`src/rtl/keypad_scan_decoder.sv`:
```
// 4x4 matrix keypad scanner: active-low column drive, synchronised active-low rows,
// whole-scan debouncing and one key_valid strobe per accepted press (no rollover).
module keypad_scan_decoder #(
    parameter int SCAN_DIV_EXP   = 16,
    parameter int DEBOUNCE_SCANS = 4
) (
    input  logic       clk,
    input  logic       reset,
    input  logic [3:0] row_in,
    output logic [3:0] col_out,
    output logic [3:0] key_code,
    output logic       key_valid,
    output logic       key_held
);

    typedef enum logic [1:0] {
        KIND_NONE  = 2'd0,
        KIND_KEY   = 2'd1,
        KIND_MULTI = 2'd2
    } kind_e;

    typedef enum logic {
        ST_IDLE    = 1'b0,
        ST_PRESSED = 1'b1
    } state_e;

    localparam logic [3:0]              STABLE_CNT = 4'(DEBOUNCE_SCANS);
    localparam logic [SCAN_DIV_EXP-1:0] PRESC_ONE  = {{(SCAN_DIV_EXP-1){1'b0}}, 1'b1};

    function automatic logic [2:0] count_pressed(input logic [3:0] p);
        count_pressed = {2'b00, p[0]} + {2'b00, p[1]} + {2'b00, p[2]} + {2'b00, p[3]};
    endfunction

    function automatic logic [1:0] lowest_row(input logic [3:0] p);
        if (p[0]) begin
            lowest_row = 2'd0;
        end else if (p[1]) begin
            lowest_row = 2'd1;
        end else if (p[2]) begin
            lowest_row = 2'd2;
        end else begin
            lowest_row = 2'd3;
        end
    endfunction

    logic [3:0]              row_meta_q, row_s_q;
    logic [SCAN_DIV_EXP-1:0] presc_q, presc_d;
    logic [1:0]              idx_q, idx_d;
    logic [3:0]              col_q, col_d;
    logic [1:0]              acc_cnt_q, acc_cnt_d;
    logic                    first_found_q, first_found_d;
    logic [3:0]              first_code_q, first_code_d;
    kind_e                   cand_kind_q, cand_kind_d;
    logic [3:0]              cand_code_q, cand_code_d;
    logic [3:0]              stab_cnt_q, stab_cnt_d;
    logic                    scan_done_q, scan_done_d;
    state_e                  state_q, state_d;
    logic [3:0]              key_code_q, key_code_d;
    logic                    key_valid_q, key_valid_d;
    logic                    key_held_q, key_held_d;

    logic                    tick_s;
    logic [3:0]              pressed_s;
    logic [1:0]              base_cnt_s;
    logic                    base_found_s;
    logic [2:0]              sum_s;
    kind_e                   res_kind_s;
    logic [3:0]              res_code_s;
    logic                    stable_s;

    assign tick_s    = &presc_q;
    assign pressed_s = ~row_s_q;
    assign stable_s  = (stab_cnt_q == STABLE_CNT);

    // Two-flop synchroniser for the asynchronous row inputs
    always_ff @(posedge clk or posedge reset) begin
        if (reset) begin
            row_meta_q <= 4'b1111;
            row_s_q    <= 4'b1111;
        end else begin
            row_meta_q <= row_in;
            row_s_q    <= row_meta_q;
        end
    end

    // Prescaler, column sequencing, per-scan accumulation and stability tracking
    always_comb begin
        presc_d       = presc_q + PRESC_ONE;
        idx_d         = idx_q;
        col_d         = col_q;
        acc_cnt_d     = acc_cnt_q;
        first_found_d = first_found_q;
        first_code_d  = first_code_q;
        cand_kind_d   = cand_kind_q;
        cand_code_d   = cand_code_q;
        stab_cnt_d    = stab_cnt_q;
        scan_done_d   = 1'b0;
        base_cnt_s    = 2'd0;
        base_found_s  = 1'b0;
        sum_s         = 3'd0;
        res_kind_s    = KIND_NONE;
        res_code_s    = 4'd0;
        if (tick_s) begin
            idx_d = idx_q + 2'd1;
            col_d = ~(4'b0001 << idx_d);
            if (idx_q == 2'd0) begin
                base_cnt_s   = 2'd0;
                base_found_s = 1'b0;
            end else begin
                base_cnt_s   = acc_cnt_q;
                base_found_s = first_found_q;
            end
            // Press count saturates at 2: only none/one/many matters
            sum_s     = {1'b0, base_cnt_s} + count_pressed(pressed_s);
            acc_cnt_d = (sum_s >= 3'd2) ? 2'd2 : sum_s[1:0];
            if (!base_found_s && (pressed_s != 4'b0000)) begin
                first_found_d = 1'b1;
                first_code_d  = {idx_q, lowest_row(pressed_s)};
            end else begin
                first_found_d = base_found_s;
                first_code_d  = first_code_q;
            end
            if (idx_q == 2'd3) begin
                scan_done_d = 1'b1;
                if (acc_cnt_d == 2'd0) begin
                    res_kind_s = KIND_NONE;
                    res_code_s = 4'd0;
                end else if (acc_cnt_d == 2'd2) begin
                    res_kind_s = KIND_MULTI;
                    res_code_s = 4'd0;
                end else begin
                    res_kind_s = KIND_KEY;
                    res_code_s = first_code_d;
                end
                if ((res_kind_s == cand_kind_q) && (res_code_s == cand_code_q)) begin
                    if (stab_cnt_q < STABLE_CNT) begin
                        stab_cnt_d = stab_cnt_q + 4'd1;
                    end else begin
                        stab_cnt_d = stab_cnt_q;
                    end
                end else begin
                    cand_kind_d = res_kind_s;
                    cand_code_d = res_code_s;
                    stab_cnt_d  = 4'd1;
                end
            end else begin
                scan_done_d = 1'b0;
            end
        end else begin
            idx_d = idx_q;
        end
    end

    // Scan and debounce state registers
    always_ff @(posedge clk or posedge reset) begin
        if (reset) begin
            presc_q       <= '0;
            idx_q         <= 2'd0;
            col_q         <= 4'b1110;
            acc_cnt_q     <= 2'd0;
            first_found_q <= 1'b0;
            first_code_q  <= 4'd0;
            cand_kind_q   <= KIND_NONE;
            cand_code_q   <= 4'd0;
            stab_cnt_q    <= 4'd0;
            scan_done_q   <= 1'b0;
        end else begin
            presc_q       <= presc_d;
            idx_q         <= idx_d;
            col_q         <= col_d;
            acc_cnt_q     <= acc_cnt_d;
            first_found_q <= first_found_d;
            first_code_q  <= first_code_d;
            cand_kind_q   <= cand_kind_d;
            cand_code_q   <= cand_code_d;
            stab_cnt_q    <= stab_cnt_d;
            scan_done_q   <= scan_done_d;
        end
    end

    // Press/release acceptance; the state only moves back to idle on a stable release
    always_comb begin
        state_d     = state_q;
        key_code_d  = key_code_q;
        key_held_d  = key_held_q;
        key_valid_d = 1'b0;
        case (state_q)
            ST_IDLE: begin
                if (scan_done_q && stable_s && (cand_kind_q == KIND_KEY)) begin
                    state_d     = ST_PRESSED;
                    key_code_d  = cand_code_q;
                    key_valid_d = 1'b1;
                    key_held_d  = 1'b1;
                end else begin
                    state_d    = ST_IDLE;
                    key_held_d = 1'b0;
                end
            end
            ST_PRESSED: begin
                if (scan_done_q && stable_s && (cand_kind_q == KIND_NONE)) begin
                    state_d    = ST_IDLE;
                    key_held_d = 1'b0;
                end else begin
                    state_d    = ST_PRESSED;
                    key_held_d = 1'b1;
                end
            end
            default: begin
                state_d    = ST_IDLE;
                key_held_d = 1'b0;
            end
        endcase
    end

    // Output state registers
    always_ff @(posedge clk or posedge reset) begin
        if (reset) begin
            state_q     <= ST_IDLE;
            key_code_q  <= 4'd0;
            key_valid_q <= 1'b0;
            key_held_q  <= 1'b0;
        end else begin
            state_q     <= state_d;
            key_code_q  <= key_code_d;
            key_valid_q <= key_valid_d;
            key_held_q  <= key_held_d;
        end
    end

    assign col_out   = col_q;
    assign key_code  = key_code_q;
    assign key_valid = key_valid_q;
    assign key_held  = key_held_q;

endmodule

```
`config.mk`:
```
export PLATFORM = sky130hd
export DESIGN_NAME = keypad_scan_decoder
export DESIGN_NICKNAME = d
export VERILOG_FILES = /design/src/rtl/keypad_scan_decoder.sv
export SDC_FILE = /design/constraint.sdc
export NUM_CORES = 1
export LEC_CHECK = 0
export BUFFER_PORTS_ARGS = -buffer_cell sky130_fd_sc_hd__buf_2
export CAP_MARGIN = 15
export CORE_ASPECT_RATIO = 1.5
export CORE_MARGIN = 1
export CORE_UTILIZATION = 59
export DETAILED_ROUTE_END_ITERATION = 16
export PLACE_DENSITY = 0.78
export SYNTH_ARGS = -nofsm -noshare
export SYNTH_HDL_FRONTEND = slang
export SYNTH_SLANG_ARGS = --single-unit
```
`constraint.sdc`:
```
create_clock -name clk -period 3.8 [get_ports clk]
set_input_delay 0.19 -clock clk [delete_from_list [all_inputs] [get_ports clk]]
set_output_delay 0.19 -clock clk [all_outputs]
set_load 0.01 [all_outputs]
```
==> run metrics <==
Max-Cap Viols 0; fmax 0.280 GHz; crit-path max cell delay 0.57 ns; Critical Path RT 4.05 ns; initial DRC count 25; GRT Total Usage 20.0%; Final ANT Viol Nets 0; vias in the first global route 1,593; top cells by count, synth 43 x dfrtp_1, 22 x nand2_1, 15 x inv_1; CTS sink cnt 54; final core utilization 70.2%; Least-Margin Pin Slew 0.607 ns; yosys warns 0; worst min-delay path class in -> async; RSZ-0062 raised after global routing false; Worst Path Max Fanout 5; Post-Syn Area 2520 um2; share of layout cells above drive strength 1 25.1%; max-slew violations 0; status finished clean; largest net degree at the start of global routing 55; Die X 55.4 um; fraction of registers with async set/reset 100%; Setup crit end kind flop; WP data arrival 3.82 ns; initial antenna violation count 0; global-route wire length before repair 6960 um; crit-path most repeated cell fa_1; CP max stage cell dfstp_2; CP Cell Sequence inv_1 > fa_1 > fa_1 > inv_1 > fa_1 > and3_1 > nand4_1 > a21oi_1 > nand4b_4 > o41ai_1 > a22o_1; Rows 28; IO Port Bufs 15; clk root buf clkbuf_8; Routed WL per cell 14.4 um; Synth Instances 212; via count 1,610; # setup viols final 0; library cells used by synthesis 42; Synth Area per Inst 11.9 um2; Post-synth EDFFs 0; power per cell area 364 nW/um2; CTS buffer count 5; top cells by area, synth dfrtp_1 43%, dfstp_2 11%, mux2_2 4.9%, ha_1 4.5%, xnor2_1 3.8%; predominant post-synthesis flop cell dfrtp_1; Clock transition at path regs 0.10 ns; Leak Pwr 1.39 nW; Overflow after GRT 0; CP startpoint kind flop; Synth-to-Final Area Change 12.1%; CTS tree yes; syn_nets 230; Tmin final 3.57 ns; CTS max path bufs 2; top-count cell post-synth dfrtp_1; CP Class reg -> reg; Fin Setup TNS 0 ns; HPWL Detailed 2920 um; vias per cell 5.67; Final Hold Fails 0; nets 256; Initial Utilization 62.6%; DRC Markers 0; # IOs 16; Die ar. 4550 um2; worst vdd ir 0.000398 V; Synth Register Bits 54; clock skew 0.00878 ns; sequential share of the synthesized area 54.1%; 1st-pass router iterations 4; Yosys top cell area share 42.6%; Worst R2R Setup Slack 0.23 ns; Core Footprint 4030 um2; GPL Wtd Cong 0.766; PostCTS Resize Cnt 0; area leader, netlist dfrtp_1; wirelength, routed 4090 um; die height 82.1 um; n_diodes 0; Min Hold Slack 0.334 ns; Final Cycle Share 93.9%; Clk Latency, worst-skew pair 0.31 ns; CTS HTree Levels 2; Rel. slew slack 59.4%
cell families after synthesis:
group / count (synthesis) / share of synthesized area, %
flip-flops: 54 / 54.1
buffers and inverters: 17 / 2.58
AND/OR/NAND/NOR: 67 / 15.2
AO/OA/AOI/OAI: 30 / 8.08
XOR/XNOR: 16 / 5.55
adder cells (fa/ha/maj): 12 / 6.84
multiplexers: 16 / 7.68
stage by stage:
step	worst slack, ns	cell area [um2]	total power [W]	instances
after global routing	0.0500	2830	0.00107	284
after detailed placement	0.285	2650	0.000648	270
final	0.232	2830	0.00103	284
after floorplan	0.429	2520	0.000635	212
after global placement	0.369	2650	0.000646	270
after CTS	0.236	2800	0.00104	282
worst paths after layout:
path,start,to,cells after the start
min in group clk,row_meta_q[1],row_s_q[1],0
max in group asynchronous,reset,row_meta_q[3],4
max,row_s_q[0],stab_cnt_q[1],11
min reg2reg,row_meta_q[1],row_s_q[1],0
max reg2reg,row_s_q[0],stab_cnt_q[1],11
min,reset,presc_q[0],3
power by group:
part	internal (W)	total [W]	switching [W]
registers	0.000582	0.000585	0.00000276
clock network	0.000197	0.000384	0.000187
logic	0.0000209	0.0000594	0.0000385
total	0.000801	0.00103	0.000228
layout by cell type (no fill, tap or decap), types with 2 or more instances in the layout:
cell type and count:
dfrtp_1 43, dlygate4sd3_1 5, mux2_2 11, nand2_1 22
nand3_1 10, dfstp_2 11, clkbuf_8 5, and2b_1 2
nand4_1 5, o21ai_0 12, a211o_1 2, inv_1 14
a21oi_1 4, nor3_1 2, o31ai_1 2, and3_1 5
nor2_1 10, buf_2 15, nand2b_1 2, and4_1 2
mux2_4 4, xnor2_1 11, fa_1 3, ha_1 9
xor2_1 5
area by class of cell:
type,count,area [um2]
Sequential cell,54,1370
Fill cell,292,1200
Multi-Input combinational cell,141,1090
Timing Repair Buffer,21,145
Clock buffer,5,68.8
Inverter,15,56.3
Tap cell,45,56.3
Clock inverter,3,43.8
worst max-delay path, delay by kind of cell, from the launching register on:
family | cells | cell delay [ns]
and+or+nand+nor | 3 | 0.63
adders and majority gates | 3 | 1.34
DFF | 1 | 0.57
AOI/OAI and AO/OA | 3 | 0.84
buffers and inverters | 2 | 0.14
flip-flops by register name, summed over array words and instances (netlist names):
signal         count
presc_q           16
first_code_q       4
key_code           4
cand_kind_q        2
stab_cnt_q         4
idx_q              2
acc_cnt_q          2
key_valid          1
first_found_q      1
cand_code_q        4
col_out            4
key_held           1
row_meta_q         4
row_s_q            4
scan_done_q        1
metal layers:
metal	GRT usage (%)	share of wire, %
met1	22.1	42
met3	4.67	3.2
met5	0	0
met2	37.2	53
met4	7.75	1.8
what timing repair did:
action,in CTS,in global routing
buffers inserted,0,0
hold endpoints to repair,4,7
hold buffers,4,1
setup endpoints to repair,0,0
Power figures use the tool's default switching activity.
